`config.mk`:
```
export PLATFORM = sky130hd
export DESIGN_NAME = mem_wb_hilo
export DESIGN_NICKNAME = d
export VERILOG_FILES = /design/src/rtl/mem_wb_hilo.sv
export SDC_FILE = /design/constraint.sdc
export NUM_CORES = 1
export LEC_CHECK = 0
export ABC_CLOCK_PERIOD_IN_PS = 3400
export BUFFER_PORTS_ARGS = -buffer_cell sky130_fd_sc_hd__buf_4
export CAP_MARGIN = 20
export CELL_PAD_IN_SITES_DETAIL_PLACEMENT = 1
export CELL_PAD_IN_SITES_GLOBAL_PLACEMENT = 2
export CORE_ASPECT_RATIO = 0.9
export CORE_MARGIN = 1
export CORE_UTILIZATION = 29
export CTS_CLUSTER_SIZE = 28
export DETAILED_ROUTE_END_ITERATION = 7
export PLACE_DENSITY_LB_ADDON = 0.3
export SYNTH_ARGS = -nofsm -noshare
export SYNTH_HDL_FRONTEND = slang
export SYNTH_SLANG_ARGS = --single-unit
```
`constraint.sdc`:
```
create_clock -name clk -period 3.4 [get_ports clk]
set_input_delay 0.51 -clock clk [delete_from_list [all_inputs] [get_ports clk]]
set_output_delay 0.51 -clock clk [all_outputs]
set_load 0.02 [all_outputs]
```
`src/rtl/mem_wb_hilo.sv`:
```
// MEM->WB pipeline register with architectural HI/LO storage and a debug retired-write counter.
// Latency: mem_* to wb_* in 1 cycle; mem_* to hi_o/lo_o in 2 cycles (1 with HILO_BYPASS_EN defined).
// Backpressure: stall[4] alone inserts a bubble, stall[5:4]=11 holds the WB bundle; stall[3:0] ignored.
module mem_wb_hilo #(
   parameter int REG_ADDR_W = 5,
   parameter int DATA_W     = 32,
   parameter int CNT_W      = 32
) (
   input  logic                  clk,
   input  logic                  rst,
   input  logic [5:0]            stall,
   input  logic [REG_ADDR_W-1:0] mem_wd,
   input  logic                  mem_wreg,
   input  logic [DATA_W-1:0]     mem_wdata,
   input  logic [DATA_W-1:0]     mem_hi,
   input  logic [DATA_W-1:0]     mem_lo,
   input  logic                  mem_whilo,
   output logic [REG_ADDR_W-1:0] wb_wd,
   output logic                  wb_wreg,
   output logic [DATA_W-1:0]     wb_wdata,
   output logic [DATA_W-1:0]     wb_hi,
   output logic [DATA_W-1:0]     wb_lo,
   output logic                  wb_whilo,
   output logic [DATA_W-1:0]     hi_o,
   output logic [DATA_W-1:0]     lo_o,
   output logic [CNT_W-1:0]      retire_cnt
);

   logic [REG_ADDR_W-1:0] wb_wd_q,    wb_wd_d;
   logic                  wb_wreg_q,  wb_wreg_d;
   logic [DATA_W-1:0]     wb_wdata_q, wb_wdata_d;
   logic [DATA_W-1:0]     wb_hi_q,    wb_hi_d;
   logic [DATA_W-1:0]     wb_lo_q,    wb_lo_d;
   logic                  wb_whilo_q, wb_whilo_d;
   logic [DATA_W-1:0]     hi_q,       hi_d;
   logic [DATA_W-1:0]     lo_q,       lo_d;
   logic [CNT_W-1:0]      retire_cnt_q, retire_cnt_d;

   // Lower stall bits belong to earlier stages and have no effect here.
   logic unused_stall;
   assign unused_stall = ^stall[3:0];

   // Next WB bundle: load when MEM advances, bubble when only MEM stops, otherwise hold.
   always_comb begin
      wb_wd_d    = wb_wd_q;
      wb_wreg_d  = wb_wreg_q;
      wb_wdata_d = wb_wdata_q;
      wb_hi_d    = wb_hi_q;
      wb_lo_d    = wb_lo_q;
      wb_whilo_d = wb_whilo_q;
      if (!stall[4]) begin
         wb_wd_d    = mem_wd;
         wb_wreg_d  = mem_wreg;
         wb_wdata_d = mem_wdata;
         wb_hi_d    = mem_hi;
         wb_lo_d    = mem_lo;
         wb_whilo_d = mem_whilo;
      end else if (!stall[5]) begin
         wb_wd_d    = '0;
         wb_wreg_d  = 1'b0;
         wb_wdata_d = '0;
         wb_hi_d    = '0;
         wb_lo_d    = '0;
         wb_whilo_d = 1'b0;
      end
   end

   // HI/LO commit from the bundle already sitting in WB; a held bundle rewrites identical values.
   always_comb begin
      hi_d = hi_q;
      lo_d = lo_q;
      if (wb_whilo_q) begin
         hi_d = wb_hi_q;
         lo_d = wb_lo_q;
      end
   end

   // Count a bundle once, on the edge it actually leaves WB (never while WB is stopped).
   always_comb begin
      retire_cnt_d = retire_cnt_q;
      if ((wb_wreg_q | wb_whilo_q) && !stall[5]) begin
         retire_cnt_d = retire_cnt_q + CNT_W'(1);
      end
   end

   // State update with synchronous reset.
   always_ff @(posedge clk) begin
      if (rst) begin
         wb_wd_q      <= '0;
         wb_wreg_q    <= 1'b0;
         wb_wdata_q   <= '0;
         wb_hi_q      <= '0;
         wb_lo_q      <= '0;
         wb_whilo_q   <= 1'b0;
         hi_q         <= '0;
         lo_q         <= '0;
         retire_cnt_q <= '0;
      end else begin
         wb_wd_q      <= wb_wd_d;
         wb_wreg_q    <= wb_wreg_d;
         wb_wdata_q   <= wb_wdata_d;
         wb_hi_q      <= wb_hi_d;
         wb_lo_q      <= wb_lo_d;
         wb_whilo_q   <= wb_whilo_d;
         hi_q         <= hi_d;
         lo_q         <= lo_d;
         retire_cnt_q <= retire_cnt_d;
      end
   end

   assign wb_wd      = wb_wd_q;
   assign wb_wreg    = wb_wreg_q;
   assign wb_wdata   = wb_wdata_q;
   assign wb_hi      = wb_hi_q;
   assign wb_lo      = wb_lo_q;
   assign wb_whilo   = wb_whilo_q;
   assign retire_cnt = retire_cnt_q;

`ifdef HILO_BYPASS_EN
   // Expose the pending WB write early so EX can read HI/LO without its own WB forward.
   assign hi_o = wb_whilo_q ? wb_hi_q : hi_q;
   assign lo_o = wb_whilo_q ? wb_lo_q : lo_q;
`else
   assign hi_o = hi_q;
   assign lo_o = lo_q;
`endif

endmodule

```
Word-level counts from Yosys, hierarchy flattened. Cells that the tools add are included.

Register bits: 199. Input bits: 111. Word-level logic and storage cells: 23.

$add $sub $neg: 1. Equal/unequal tests: 1. Mux-type cells: 9. Bitwise logic cells: 1. Reduce and logical (&&, ||, !) cells: 2.

Operator list (count): 2-to-1 mux 32 bit (4); adder 32 x 1 -> 32 bit (second input constant) (1); 2-to-1 mux 5 bit (2); 2-to-1 mux 1 bit (3); != test 2 bit (second input constant) (1); logical AND 1 bit (1); zero test 1 bit (1); bitwise OR 1 bit (1).

Longest topological paths before layout.
Word-level depth: 2. Mapped depth: 7. Depth with buffers taken out: 5.

Worst setup path after synthesis. No wires, ideal clock.

Kind: input to register. Start: input stall[5]. End: register retire_cnt_q[29], in the netlist retire_cnt[29]. Library setup time: 121 ps. Data arrival time: 2050 ps. Setup slack: 1229 ps. Stages: 7. Path buffers: 3. Cell sequence: clkbuf_1 -> o21bai_1 -> or2_2 -> clkbuf_1 -> buf_2 -> nor4_1 -> mux2_2.

Longest elaborated chain between the ends: 2.

RTL lines: start: declaration (RTL line 11) `input logic [5:0] stall,`; zero test 1 bit (RTL line 81) `if ((wb_wreg_q | wb_whilo_q) && !stall[5]) begin`; logical AND 1 bit (RTL line 81); end signal: assignment (RTL line 107) `retire_cnt_q <= retire_cnt_d;`; end: declaration (RTL line 37) `logic [CNT_W-1:0] retire_cnt_q, retire_cnt_d;`.

No other way between the ends. A chain may end at the register's enable or synchronous reset.

Worst setup path in the final report.
Start: register retire_cnt_q[3], in the netlist retire_cnt[3]. End: register retire_cnt_q[31], in the netlist retire_cnt[31].

Longest elaborated chain between the ends: 1.

RTL lines: adder 32 x 1 -> 32 bit (RTL line 82) `retire_cnt_d = retire_cnt_q + CNT_W'(1);`.

No other way between the ends.

==> metrics.md <==
| Metric | Value |
|---|---|
| Status | finished, final reports clean |
| VDD IR max | 0.268 mV |
| Setup Total Neg Slack | 0 ns |
| WP data arrival | 2.74 ns |
| Pwr dens | 471 nW/um2 |
| Num rows | 56 |
| Fin crit share | 71.1% |
| CTS Hold Bufs | 0 |
| # diodes | 0 |
| Finish-stage setup viols | 0 |
| Initial core utilization | 29.6% |
| Final hold vios | 0 |
| Post-CTS Resized | 0 |
| Mapped Cells | 853 |
| Hold crit path type | in -> reg |
| Antenna-violating nets left | 0 |
| Synthesized Nets | 965 |
| Port bufs | 305 |
| DR WL/cell | 16.5 um |
| Synth Area in Compound Gates | 8.88% |
| Initial DRT Pass Iterations | 5 |
| Placed inst area | 10300 um2 |
| Main synth FF type | dfxtp_1 |
| Crit. End Element | register |
| Int Pwr | 3.74 mW |
| Synth async-reset ratio | 0% |
| First-pass GRT wire length | 37400 um |
| Gate power share | 10.8% |
| RSZ-0062 raised after global routing | no |
| Register bit total from synthesis | 199 |
| Die X | 174 um |
| Post-synth EDFFs | 0 |
| Worst Skew | 0.0158 ns |
| Die ar. | 27300 um2 |
| Worst Path Required | 3.72 ns |
| Final net count | 1222 |
| Critical path class | reg -> reg |
| Vias/cell | 4.71 |
| FMAX | 413 MHz |
| Seq/Total Area, Yosys | 51.6% |
| Die Span Y | 157 um |
| Core area | 26100 um2 |
| Syn-to-layout area delta | 40.8% |
| Largest net degree at the start of global routing | 106 |
| Reg power frac | 47.8% |
| Yosys Warn Count | 0 |
| Buffer levels on the longest clock path | 2 |
| H-tree depth | 4 |
| Cell taking the most area after synthesis | dfxtp_1 |
| Ports | 310 |
| DP Wirelength | 15900 um |
| Sw power | 1.39 mW |
| Critical path fanouts, max | 33 |
| Tmin final | 2.42 ns |
| DRC | 0 |
| Pins Over Slew Limit | 0 |
| Synth Area in Simple Gates | 24.6% |
| DR iter-0 viols | 282 |
| Adder-cell share of the synthesized area | 0.162% |
| Design Area, Final | 10900 um2 |
| Final GP Congestion | 0.730 |
| Number of CTS-inserted buffers | 17 |
| Antenna violations before repair | 0 |
| Clk pwr share | 41.4% |
| CTS Sinks | 199 |
| Multiplexer share of the synthesized area | 9.61% |
| Tightest Pin Transition | 1.04 ns |
| Largest family of logic cells by synthesized area | simple AND/OR/NAND/NOR gates |
| Synth cell types | 30 |
| GRT overflow | 0 |
| XOR/XNOR share of the synthesized area | 1.13% |
| Worst-Skew Late Latency | 0.43 ns |
| Sw Share | 27.1% |
| Critical path launch point type | register |
| Max-Slew Margin vs Limit | 30.6% |
| Post-synth top area share | 51.6% |
| CTS tree | done |
| Total GRT Usage | 17.2% |
| Share of layout cells above drive strength 1 | 31.8% |
| # Post-CTS Setup Buffers | 0 |
| Clk root buf | clkbuf_16 |
| Synthesized area per cell | 9.05 um2 |
| Via Count | 6930 |
| Number of max-cap violations | 0 |
| Ranking of synthesized cells by area | dfxtp_1 52%, nand2b_1 8.3%, mux2i_1 8.3% |
| Routed WL | 24200 um |
| Leak | 4.45 nW |
| Filler cell count | 3051 |
| Reg clk slew, reported paths | 0.09 ns |
| Post-Syn Area | 7720 um2 |
| Vias in the first global route | 6542 |
-- power by group through the flow --
stage / clock (mW) / combinational, mW / sequential, mW
global route: 2.29 / 0.600 / 2.46
finish: 2.12 / 0.554 / 2.45
CTS: 2.20 / 0.564 / 2.45
floorplan: 0 / 0.204 / 2.58
global placement: 0 / 0.559 / 2.50
detailed placement: 0 / 0.562 / 2.50
-- kinds of logic (layout without fill, tap and decap cells) --
group / Yosys count / count (layout)
muxes: 73 / 73
xor gates and xnor gates: 10 / 10
buffers and inverters: 79 / 349
and+or+nand+nor: 361 / 361
DFF: 199 / 199
AOI/OAI and AO/OA: 130 / 130
adders and majority gates: 1 / 1
-- synthesized netlist by cell type (11+ instances only) --
cell,instances
a21oi_1,116
nor2_1,83
dfxtp_1,199
nand2_1,13
nor4_1,12
mux2i_1,64
o31ai_1,11
nand2b_1,103
nand3_1,114
or4_1,11
clkbuf_1,59
-- state kept, by name, indices dropped and copies added (netlist names), 5 cells and up --
register,count
wb_wd,5
lo_o,32
wb_hi,32
retire_cnt,32
wb_lo,32
wb_wdata,32
hi_o,32
-- final timing paths --
| kind | from | to | slack, ns | cells past startpoint |
|---|---|---|---|---|
| max reg2reg | retire_cnt[3]$_SDFFE_PP0P_ | retire_cnt[31]$_SDFFE_PP0P_ | 0.98 | 4 |
| min | mem_wdata[3] | wb_wdata[3]$_SDFFE_PP0P_ | 0.33 | 3 |
| max | retire_cnt[3]$_SDFFE_PP0P_ | retire_cnt[31]$_SDFFE_PP0P_ | 0.98 | 4 |
| min reg2reg | wb_wdata[24]$_SDFFE_PP0P_ | wb_wdata[24]$_SDFFE_PP0P_ | 0.47 | 2 |
-- metrics by stage --
stage | hold WS [ns] | std cells | util (%) | setup WS (ns) | total power [mW]
3_5_place_dp | 0.463 | 1439 | 39.2 | 0.875 | 3.07
3_3_place_gp | 0.455 | 1439 | 39.2 | 0.861 | 3.06
5_1_grt | 0.304 | 1471 | 41.6 | 0.771 | 5.35
2_1_floorplan | 0.547 | 853 | - | 1.23 | 2.79
4_1_cts | 0.309 | 1471 | 41.6 | 0.968 | 5.21
6_report | 0.325 | 1471 | 41.6 | 0.981 | 5.12
-- worst max-delay path, stage by stage, from the launching register on --
cell and delay, ns:
dfxtp_1 0.47, nand4_2 0.17, or3_1 0.83, nor4_1 0.46, mux2_2 0.37
-- layer usage --
layer / vias up / part of all wire [%] / wire [um] / global-route usage [%]
li1: 3440 / - / - / -
met1: 3299 / 46 / 11100 / 22.3
met2: 170 / 47 / 11400 / 27.8
met3: 21 / 5.2 / 1270 / 4.64
met4: 0 / 1.7 / 412 / 5.56
met5: - / 0 / 0 / 0
-- layout by cell type, fill, tap and decap left out, drive strengths merged --
cell and n:
a21oi 116, and3 1, and4 4, buf 312, bufinv 1, clkbuf 18
clkinv 5, clkinvlp 1, dfxtp 199, ha 1, inv 12, mux2 9
mux2i 64, nand2 13, nand2b 103, nand3 114, nand4 5, nor2 83
nor2b 9, nor3 3, nor4 12, o21ai 1, o21ba 1, o21bai 1
o31ai 11, or2 1, or3 2, or4 11, xnor2 7, xor2 3
-- final cells by class --
type                            count  area, um2  share of cell area (%)
Clock buffer                       18        439                    4.04
Clock inverter                     14        178                    1.63
Inverter                            5       18.8                   0.173
Multi-Input combinational cell    575       3430                    31.5
Sequential cell                   199       3990                    36.7
Tap cell                          348        435                    4.01
Timing Repair Buffer              312       2380                    21.9
(Power assumes the default switching activity.)
